--- src/rtl/riscv_lsu_if.sv ---
// riscv_lsu_if: request/response handshake toward the core plus the
// word-wide data RAM port of the load/store unit.
// slave modport is the LSU side; master is the core + RAM side.
interface riscv_lsu_if #(
    parameter int ADDR_W = 14
);
    logic              req_valid_in;
    logic              req_ready_out;
    logic              req_we_in;
    logic [2:0]        req_size_in;
    logic [31:0]       req_addr_in;
    logic [31:0]       req_wdata_in;
    logic              resp_valid_out;
    logic [31:0]       resp_rdata_out;
    logic              resp_err_out;
    logic [ADDR_W-1:0] ram_addr_out;
    logic              ram_we_out;
    logic [31:0]       ram_wdata_out;
    logic [31:0]       ram_rdata_in;

    modport slave (
        input  req_valid_in, req_we_in, req_size_in, req_addr_in, req_wdata_in,
        input  ram_rdata_in,
        output req_ready_out, resp_valid_out, resp_rdata_out, resp_err_out,
        output ram_addr_out, ram_we_out, ram_wdata_out
    );

    modport master (
        output req_valid_in, req_we_in, req_size_in, req_addr_in, req_wdata_in,
        output ram_rdata_in,
        input  req_ready_out, resp_valid_out, resp_rdata_out, resp_err_out,
        input  ram_addr_out, ram_we_out, ram_wdata_out
    );
endinterface

--- src/rtl/riscv_lsu.sv ---
// riscv_lsu: byte/half/word load-store unit in front of a single-port,
// word-wide RAM with 2-cycle read latency and no byte enables.
// Sub-word stores are done as read-modify-write.
// Optional feature: define RISCV_LSU_MISALIGN_EN to reject misaligned
// halfword/word accesses with an error instead of ignoring offset bits.
module riscv_lsu #(
    parameter int ADDR_W = 14
) (
    input logic       clk_100mhz,
    input logic       rst_in,
    riscv_lsu_if.slave bus
);
    typedef enum logic [1:0] {IDLE, RD1, RD2, RD3} state_t;

    state_t            state, state_next;
    logic              we_q;
    logic [2:0]        size_q;
    logic [1:0]        lane_q;
    logic [15:0]       wdata_q;
    logic              ready, accept, size_ok, misalign, req_err, is_sw;
    logic [ADDR_W-1:0] word_idx;
    logic [7:0]        byte_sel;
    logic [15:0]       half_sel;
    logic [31:0]       load_data, merge_data;
    logic              resp_valid, resp_err, ram_we;
    logic [31:0]       resp_rdata, ram_wdata;
    logic [ADDR_W-1:0] ram_addr;
    logic              unused_addr_bits;

    assign ready    = (state == IDLE) && !rst_in;
    assign accept   = bus.req_valid_in && ready;
    assign word_idx = bus.req_addr_in[ADDR_W+1:2];
    assign is_sw    = bus.req_we_in && (bus.req_size_in == 3'b010);
    assign req_err  = !size_ok || misalign;
    assign unused_addr_bits = ^bus.req_addr_in[31:ADDR_W+2];

    assign bus.req_ready_out  = ready;
    assign bus.resp_valid_out = resp_valid;
    assign bus.resp_err_out   = resp_err;
    assign bus.resp_rdata_out = resp_rdata;
    assign bus.ram_addr_out   = ram_addr;
    assign bus.ram_we_out     = ram_we;
    assign bus.ram_wdata_out  = ram_wdata;

    // Classify the incoming request: legal size for its direction, and alignment when checked
    always_comb begin
        size_ok  = 1'b0;
        misalign = 1'b0;
        case (bus.req_size_in)
            3'b000, 3'b001, 3'b010: size_ok = 1'b1;
            3'b100, 3'b101:         size_ok = !bus.req_we_in;
            default:                size_ok = 1'b0;
        endcase
`ifdef RISCV_LSU_MISALIGN_EN
        if (bus.req_size_in[1:0] == 2'b01 && bus.req_addr_in[0])
            misalign = 1'b1;
        if (bus.req_size_in == 3'b010 && bus.req_addr_in[1:0] != 2'b00)
            misalign = 1'b1;
`endif
    end

    // Lane selection, load extension and store merge from the RAM word in RD3
    always_comb begin
        byte_sel   = 8'h00;
        half_sel   = lane_q[1] ? bus.ram_rdata_in[31:16] : bus.ram_rdata_in[15:0];
        load_data  = bus.ram_rdata_in;
        merge_data = bus.ram_rdata_in;
        case (lane_q)
            2'd0:    byte_sel = bus.ram_rdata_in[7:0];
            2'd1:    byte_sel = bus.ram_rdata_in[15:8];
            2'd2:    byte_sel = bus.ram_rdata_in[23:16];
            default: byte_sel = bus.ram_rdata_in[31:24];
        endcase
        case (size_q[1:0])
            2'b00: begin
                load_data = {{24{byte_sel[7] & ~size_q[2]}}, byte_sel};
                case (lane_q)
                    2'd0:    merge_data[7:0]   = wdata_q[7:0];
                    2'd1:    merge_data[15:8]  = wdata_q[7:0];
                    2'd2:    merge_data[23:16] = wdata_q[7:0];
                    default: merge_data[31:24] = wdata_q[7:0];
                endcase
            end
            2'b01: begin
                load_data = {{16{half_sel[15] & ~size_q[2]}}, half_sel};
                if (lane_q[1])
                    merge_data[31:16] = wdata_q;
                else
                    merge_data[15:0] = wdata_q;
            end
            default: load_data = bus.ram_rdata_in;
        endcase
    end

    // Next-state: only loads and sub-word stores walk the read pipeline
    always_comb begin
        state_next = state;
        case (state)
            IDLE:    if (accept && !req_err && !is_sw) state_next = RD1;
            RD1:     state_next = RD2;
            RD2:     state_next = RD3;
            RD3:     state_next = IDLE;
            default: state_next = IDLE;
        endcase
    end

    // State register
    always_ff @(posedge clk_100mhz) begin
        if (rst_in)
            state <= IDLE;
        else
            state <= state_next;
    end

    // Registered RAM port, request latches and response outputs
    always_ff @(posedge clk_100mhz) begin
        if (rst_in) begin
            resp_valid <= 1'b0;
            resp_err   <= 1'b0;
            resp_rdata <= 32'h0;
            ram_addr   <= '0;
            ram_we     <= 1'b0;
            ram_wdata  <= 32'h0;
            we_q       <= 1'b0;
            size_q     <= 3'b000;
            lane_q     <= 2'b00;
            wdata_q    <= 16'h0;
        end else begin
            resp_valid <= 1'b0;
            resp_err   <= 1'b0;
            ram_we     <= 1'b0;
            case (state)
                IDLE: begin
                    if (accept) begin
                        if (req_err) begin
                            resp_valid <= 1'b1;
                            resp_err   <= 1'b1;
                            resp_rdata <= 32'h0;
                        end else if (is_sw) begin
                            ram_addr   <= word_idx;
                            ram_we     <= 1'b1;
                            ram_wdata  <= bus.req_wdata_in;
                            resp_valid <= 1'b1;
                            resp_rdata <= 32'h0;
                        end else begin
                            ram_addr <= word_idx;
                            we_q     <= bus.req_we_in;
                            size_q   <= bus.req_size_in;
                            lane_q   <= bus.req_addr_in[1:0];
                            wdata_q  <= bus.req_wdata_in[15:0];
                        end
                    end
                end
                RD3: begin
                    resp_valid <= 1'b1;
                    if (we_q) begin
                        ram_wdata  <= merge_data;
                        ram_we     <= 1'b1;
                        resp_rdata <= 32'h0;
                    end else begin
                        resp_rdata <= load_data;
                    end
                end
                default: ;
            endcase
        end
    end
endmodule

--- src/flat_wrapper.sv ---
// flat-port wrapper written by rule: the top's interface ports become plain ports
module riscv_lsu_flat 
#(
    parameter int ADDR_W = 14
)
  (clk_100mhz, rst_in, bus_req_valid_in, bus_req_we_in, bus_req_size_in, bus_req_addr_in, bus_req_wdata_in, bus_ram_rdata_in, bus_req_ready_out, bus_resp_valid_out, bus_resp_rdata_out, bus_resp_err_out, bus_ram_addr_out, bus_ram_we_out, bus_ram_wdata_out);
  riscv_lsu_if #(.ADDR_W(ADDR_W)) bus_i ();
  input logic clk_100mhz;
  input logic rst_in;
  input wire logic [$bits(bus_i.req_valid_in)-1:0] bus_req_valid_in;
  input wire logic [$bits(bus_i.req_we_in)-1:0] bus_req_we_in;
  input wire logic [$bits(bus_i.req_size_in)-1:0] bus_req_size_in;
  input wire logic [$bits(bus_i.req_addr_in)-1:0] bus_req_addr_in;
  input wire logic [$bits(bus_i.req_wdata_in)-1:0] bus_req_wdata_in;
  input wire logic [$bits(bus_i.ram_rdata_in)-1:0] bus_ram_rdata_in;
  output wire logic [$bits(bus_i.req_ready_out)-1:0] bus_req_ready_out;
  output wire logic [$bits(bus_i.resp_valid_out)-1:0] bus_resp_valid_out;
  output wire logic [$bits(bus_i.resp_rdata_out)-1:0] bus_resp_rdata_out;
  output wire logic [$bits(bus_i.resp_err_out)-1:0] bus_resp_err_out;
  output wire logic [$bits(bus_i.ram_addr_out)-1:0] bus_ram_addr_out;
  output wire logic [$bits(bus_i.ram_we_out)-1:0] bus_ram_we_out;
  output wire logic [$bits(bus_i.ram_wdata_out)-1:0] bus_ram_wdata_out;
  assign bus_i.req_valid_in = bus_req_valid_in;
  assign bus_i.req_we_in = bus_req_we_in;
  assign bus_i.req_size_in = bus_req_size_in;
  assign bus_i.req_addr_in = bus_req_addr_in;
  assign bus_i.req_wdata_in = bus_req_wdata_in;
  assign bus_i.ram_rdata_in = bus_ram_rdata_in;
  assign bus_req_ready_out = bus_i.req_ready_out;
  assign bus_resp_valid_out = bus_i.resp_valid_out;
  assign bus_resp_rdata_out = bus_i.resp_rdata_out;
  assign bus_resp_err_out = bus_i.resp_err_out;
  assign bus_ram_addr_out = bus_i.ram_addr_out;
  assign bus_ram_we_out = bus_i.ram_we_out;
  assign bus_ram_wdata_out = bus_i.ram_wdata_out;
  riscv_lsu #(.ADDR_W(ADDR_W)) u_core (.clk_100mhz(clk_100mhz), .rst_in(rst_in), .bus(bus_i));
endmodule
--- config.mk ---
export PLATFORM = sky130hd
export DESIGN_NAME = riscv_lsu_flat
export DESIGN_NICKNAME = d
export VERILOG_FILES = /design/src/rtl/riscv_lsu_if.sv /design/src/rtl/riscv_lsu.sv /design/src/flat_wrapper.sv
export SDC_FILE = /design/constraint.sdc
export NUM_CORES = 1
export LEC_CHECK = 0
export ABC_AREA = 1
export CAP_MARGIN = 40
export CORE_ASPECT_RATIO = 0.5
export CORE_MARGIN = 4
export CORE_UTILIZATION = 29
export DETAILED_ROUTE_END_ITERATION = 6
export HOLD_SLACK_MARGIN = 0.15
export PLACE_DENSITY_LB_ADDON = 0.25
export SYNTH_ARGS = -nofsm -noshare
export SYNTH_HDL_FRONTEND = slang
export SYNTH_SLANG_ARGS = --single-unit
--- constraint.sdc ---
create_clock -name clk_100mhz -period 1.7 [get_ports clk_100mhz]
set_input_delay 0.51 -clock clk_100mhz [delete_from_list [all_inputs] [get_ports clk_100mhz]]
set_output_delay 0.51 -clock clk_100mhz [all_outputs]
set_load 0.02 [all_outputs]
==> results.json, run 1 <==
{
  "pwr-share-seq_pct": 26.9,
  "postCtsHoldBufs": 0,
  "fillerInstances": 2051,
  "drt_iter0_drc": 487,
  "min_period_over_period_pct": 100.8,
  "clkTransAtPathRegs_ns": 0.08,
  "core_area_um2": 19460,
  "drive_above_1_share_pct": 19.41,
  "wl_per_cell_um": 16.53,
  "dieArea_um2": 22300,
  "cellPowerDensity_nw_per_um2": 1294,
  "grt_pass1_wl_um": 36250,
  "critical_path.most_common_cell": "nand2_4",
  "critPathKind": "reg2reg",
  "power_frac_comb_pct": 54.9,
  "synth_cell_types": 30,
  "synth_nets": 1027,
  "final_common_cell": "nand2_1",
  "syn_inst": 920,
  "skew_ns": 0.01107,
  "outcome": "complete, but fails checks",
  "fin_total_pwr_mw": 11.78,
  "drv_slew": 0,
  "cp-end-kind": "register",
  "leakagePower_nw": 4.219,
  "worstMarginPinSlew_ns": 0.5002,
  "yosys_warnings": 0,
  "initial_core_util_pct": 29.58,
  "finalHoldViolations": 0,
  "slowest_stage": "dfxtp_2",
  "grt_pass1_vias": 6405,
  "hold_slack_ns": 0.4609,
  "port_buffers": 168,
  "clk_latency_ns": 0.35,
  "final_cell_mix": "nand2_1, nor2_1, dfxtp_1",
  "rsz0062_at_grt": "yes",
  "fmax_mhz": 583.6,
  "vias": 6803,
  "route.detailed.drc": 0,
  "cts_tree": "done",
  "ant_nets": 0,
  "grt_antenna_before_repair": 1,
  "min_period_ns": 1.714,
  "cp.arrival_ns": 2.00,
  "grt_max_degree": 41,
  "num_antenna_cells": 0,
  "failed_checks": "negative setup slack",
  "ys_seq_area_share_pct": 36.52,
  "setup_slack_ns": -0.01357,
  "setup_viol": 4,
  "path_max_fanout": 5,
  "p_int_mw": 6.888,
  "cp_num_buf_inv": 7,
  "areaGrowthSynthToFinish_pct": 58.15,
  "final_net_count": 1262,
  "maxCapViolCount": 0,
  "grt_overflow": 0,
  "die_h_um": 107.6,
  "slew-limit-headroom_pct": 66.30,
  "crit_chain": "inv_2 > ha_4 > inv_4 > nor2_4 > buf_6 > nand2_8 > inv_6 > nand2_4 > nand2_4 > nand2_4 > inv_8 > buf_12 > buf_16 > o21ai_1 > a21oi_1",
  "clkPwrFrac_pct": 18.2,
  "top_level_ports": 185,
  "hold_path.class": "reg2reg",
  "path_delay_family": "buffers and inverters",
  "cts_buffers": 9,
  "die_x_um": 207.2,
  "cp_slowest_stage_delay_ns": 0.33,
  "clock_path_buffers": 2,
  "wl_um": 23560,
  "cts_num_sinks": 105,
  "required_ns": 1.99,
  "start_kind": "register",
  "p_switching_mw": 4.891,
  "synth_area_per_cell_um2": 6.256,
  "gp_congestion": 0.9111,
  "gr-usage-all-layers_pct": 20.48,
  "dp_hpwl_um": 17530,
  "vias_per_cell": 4.774,
  "rows": 36,
  "htreeDepth": 3,
  "cts_root_buf": "clkbuf_16",
  "firstDrtPassIters": 5,
  "synth_area_um2": 5756,
  "swShare_pct": 41.52,
  "ys_ff_latch": 105,
  "peakVddDrop_mv": 0.5707
}
==> through the flow <==
stage	util, %	worst slack [ns]	TNS, ns	cells	cell area (um^2)
floorplan	-	0.02046	0	920	5808
global placement	42.80	-0.4750	-40.68	1396	8328
detailed placement	42.80	-0.5279	-44.96	1396	8328
CTS	46.14	-0.05829	-0.4207	1427	8979
global route	46.78	-0.09910	-4.807	1425	9102
finish	46.78	-0.01357	-0.04100	1425	9102
==> logic make-up (layout without fill, tap and decap cells) <==
group / count (synthesis) / count (layout) / share of synthesized area (%)
flops: 105 / 105 / 36.52
compound gates: 174 / 174 / 16.39
simple gates: 508 / 508 / 36.91
buf+inv: 129 / 368 / 9.304
fa+ha+maj: 4 / 4 / 0.8696
==> cell type report <==
cell class / instances / area (um^2) / share of cell area [%]
Timing Repair Buffer: 280 / 2646 / 29.07
Clock inverter: 5 / 56.30 / 0.6186
Inverter: 73 / 295.3 / 3.244
Tap cell: 266 / 332.8 / 3.656
Multi-Input combinational cell: 686 / 3426 / 37.64
Clock buffer: 10 / 239.0 / 2.625
Sequential cell: 105 / 2107 / 23.15
==> synthesized netlist by cell type, drive strengths merged <==
cell	count	share of area (%)
o21ai	62	5.4
or2	16	1.7
nand3b	3	0.39
nand4	8	0.98
o31ai	1	0.13
a21oi	80	7.0
a21boi	1	0.20
o211ai	21	2.7
o22ai	7	0.76
inv	73	4.8
nand3	71	6.4
a31oi	2	0.22
nor3	1	0.087
ha	4	0.87
nor2	140	9.5
nand2	269	18
buf	29	2.8
dfxtp	105	37
clkbuf	27	1.8
==> per-layer routing <==
metal	vias up	track usage, %	share of wire, %
li1	3432	-	-
met1	3118	29.24	48
met2	236	31.51	43
met3	15	5.764	8.5
met4	2	2.970	0.58
met5	-	0	0.051
==> power by group through the flow <==
stage               logic, mW  registers, mW  clock network (mW)
floorplan                2.55           3.58                   0
global placement         5.11           3.19                   0
detailed placement       5.14           3.20                   0
CTS                      6.44           3.15                2.20
global route             7.00           3.22                2.30
finish                   6.47           3.16                2.15
==> worst paths after layout <==
kind	slack (ns)	to	start	cells after the start
hold / removal	0.46	u_core.bus.ram_addr_out[9]	u_core.bus.ram_addr_out[9]	2
setup / recovery	-0.01	u_core.bus.ram_wdata_out[31]	u_core.state[1]	15
hold reg to reg	0.46	u_core.bus.ram_addr_out[9]	u_core.bus.ram_addr_out[9]	2
setup reg to reg	-0.01	u_core.bus.ram_wdata_out[31]	u_core.state[1]	15
==> state kept, by name, indices dropped and copies added (netlist names) <==
| signal | count |
|---|---|
| u_core.lane_q | 2 |
| u_core.size_q | 3 |
| u_core.bus.resp_err_out | 1 |
| u_core.bus.resp_valid_out | 1 |
| u_core.wdata_q | 16 |
| u_core.bus.ram_addr_out | 14 |
| u_core.bus.resp_rdata_out | 32 |
| u_core.state | 2 |
| u_core.bus.ram_wdata_out | 32 |
| u_core.bus.ram_we_out | 1 |
| u_core.we_q | 1 |
==> repair_timing <==
action / 4_1_cts / 5_1_grt
pin swaps: 19 / 24
setup buffers: 9 / 1
gates cloned: 7 / 1
endpoints found under the hold margin: 0 / 0
setup endpoints to repair: 179 / 90
resized for setup: 140 / 58
==> worst reg2reg max path: stages, from the launching register on <==
cell	delay (ns)
dfxtp_2	0.33
inv_2	0.07
ha_4	0.15
inv_4	0.04
nor2_4	0.08
buf_6	0.11
nand2_8	0.07
inv_6	0.08
nand2_4	0.05
nand2_4	0.08
nand2_4	0.07
inv_8	0.10
buf_12	0.13
buf_16	0.12
o21ai_1	0.05
a21oi_1	0.11
Power figures use the tool's default switching activity.
==> inputs of run 2 (changes only) <==
--- a/config.mk
+++ b/config.mk
@@ -8,7 +8,7 @@
 export ABC_AREA = 1
 export CAP_MARGIN = 40
 export CORE_ASPECT_RATIO = 0.5
-export CORE_MARGIN = 4
+export CORE_MARGIN = 2
 export CORE_UTILIZATION = 29
 export DETAILED_ROUTE_END_ITERATION = 6
 export HOLD_SLACK_MARGIN = 0.15
==> results.json, run 2 (same netlist as run 1, synthesis figures left out) <==
{
  "crit_chain": "inv_2 > ha_4 > inv_2 > nor2_4 > buf_6",
  "failed_checks": "negative setup slack",
  "drv_slew": 0,
  "final_common_cell": "nand2_1",
  "setup_viol": 1,
  "instances_no_fill": 1420,
  "grt_max_degree": 62,
  "outcome": "complete, but fails checks",
  "slew-limit-headroom_pct": 66.48,
  "clkTransAtPathRegs_ns": 0.08,
  "peakVddDrop_mv": 0.6670,
  "die_h_um": 103.6,
  "required_ns": 1.19,
  "vias_per_cell": 4.774,
  "cts_num_sinks": 105,
  "maxCapViolCount": 0,
  "cts_tree": "done",
  "min_period_over_period_pct": 101.6,
  "num_antenna_cells": 0,
  "path_max_fanout": 2,
  "grt_overflow": 0,
  "min_period_ns": 1.728,
  "clock_path_buffers": 2,
  "vias": 6779,
  "route.detailed.drc": 0,
  "fillerInstances": 2042,
  "gr-usage-all-layers_pct": 21.56,
  "port_buffers": 168,
  "final_cell_mix": "nand2_1, nor2_1, dfxtp_1",
  "rows": 36,
  "top_level_ports": 185,
  "cp_slowest_stage_delay_ns": 0.33,
  "drive_above_1_share_pct": 17.59,
  "r2r_start": "u_core.state[0]",
  "leakagePower_nw": 4.194,
  "final_net_count": 1256,
  "hold_path.class": "reg2reg",
  "areaGrowthSynthToFinish_pct": 56.26,
  "wl_per_cell_um": 16.20,
  "dieArea_um2": 21060,
  "initial_core_util_pct": 29.58,
  "grt_pass1_wl_um": 35650,
  "gp_congestion": 0.8754,
  "cellPowerDensity_nw_per_um2": 1279,
  "cp_num_buf_inv": 3,
  "die_x_um": 203.2,
  "finalHoldViolations": 0,
  "dp_hpwl_um": 17390,
  "skew_ns": 0.01110,
  "path_delay_family": "flip-flops",
  "cts_root_buf": "clkbuf_16",
  "min_from": "u_core.bus.ram_addr_out[12]",
  "firstDrtPassIters": 5,
  "ant_nets": 0,
  "critical_path.most_common_cell": "inv_2",
  "cp-end-kind": "primary output",
  "core_area_um2": 19460,
  "slowest_stage": "dfxtp_2",
  "clk_latency_ns": 0.36,
  "fin_util_pct": 46.22,
  "grt_antenna_before_repair": 1,
  "worstMarginPinSlew_ns": 0.4976,
  "dp_cells": 1394,
  "grt_pass1_vias": 6337,
  "fmax_mhz": 578.7,
  "rsz0062_at_grt": "yes",
  "cp.arrival_ns": 1.22,
  "cts_buffers": 9,
  "critPathKind": "reg2out",
  "start_kind": "register",
  "drt_iter0_drc": 601,
  "htreeDepth": 3,
  "startpoint": "u_core.state[0]",
  "wl_um": 23010,
  "setup_slack_ns": -0.02800
}
-- run 2: cell count changes in the layout (fill, tap and decap cells not counted), sizes merged --
cell	delta
buf	-6
clkdlybuf4s50	-1
clkinvlp	-1
dlymetal6s2s	+1
inv	+2
-- run 2: per-stage QoR --
stage	worst slack (ns)	TNS [ns]	total power, mW	cell area (um^2)	hold WS, ns
detailed placement	-0.5661	-47.41	8.371	8338	0.4544
CTS	-0.01208	-0.01208	11.12	8758	0.4610
global route	-0.08451	-1.286	12.21	8994	0.4777
finish	-0.02800	-0.02800	11.50	8994	0.4573
global placement	-0.5304	-43.92	8.319	8338	0.4450
floorplan	0.02046	0	6.128	5808	0.4493
-- run 2: worst reg2reg max path, cell delays in order (launching register included) --
cell and delay, ns:
dfxtp_2 0.33, inv_2 0.07, ha_4 0.13, inv_2 0.05, nor2_4 0.14, nand2_4 0.08
nand2_2 0.09, nand4_4 0.23, clkbuf_16 0.26, nor2_1 0.11, nor2_1 0.05, nor2_1 0.07
-- run 2: final timing paths --
kind                                                      end  slack [ns]  cells past startpoint
worst max-delay path                        bus_req_ready_out       -0.03                      5
worst min-delay path              u_core.bus.ram_addr_out[12]        0.46                      2
worst max register to register  u_core.bus.resp_rdata_out[31]        0.03                     11
worst min register to register    u_core.bus.ram_addr_out[12]        0.46                      2
-- run 2: metal layers --
layer,GRT usage [%],up-vias,routed length (um)
met3,5.507,21,1754
li1,-,3419,-
met4,5.370,0,373
met5,0,-,0
met1,31.10,3105,11220
met2,31.69,234,9665
-- run 2: timing repair --
action                     in CTS  in global routing
hold buffers                    0                  0
setup endpoints to repair     160                 77
buffers inserted                3                  5
gates cloned                    3                  2
resized for setup             114                 56
pin swaps                       7                  9
-- run 2: where the power goes --
group / switching (mW) / internal [mW] / total [mW]
registers: 0.248 / 2.90 / 3.15
clock network: 1.05 / 1.22 / 2.27
logic: 3.45 / 2.64 / 6.08
total: 4.74 / 6.75 / 11.5
-- run 2: layout make-up --
class	instances	area, um^2	area share [%]
clock buffers	10	239.0	2.657
clock inverters	6	83.83	0.9321
inverters	73	295.3	3.283
multi-input cells	686	3342	37.16
flip-flops and latches	105	2108	23.44
well taps	266	332.8	3.701
repair buffers	274	2592	28.83
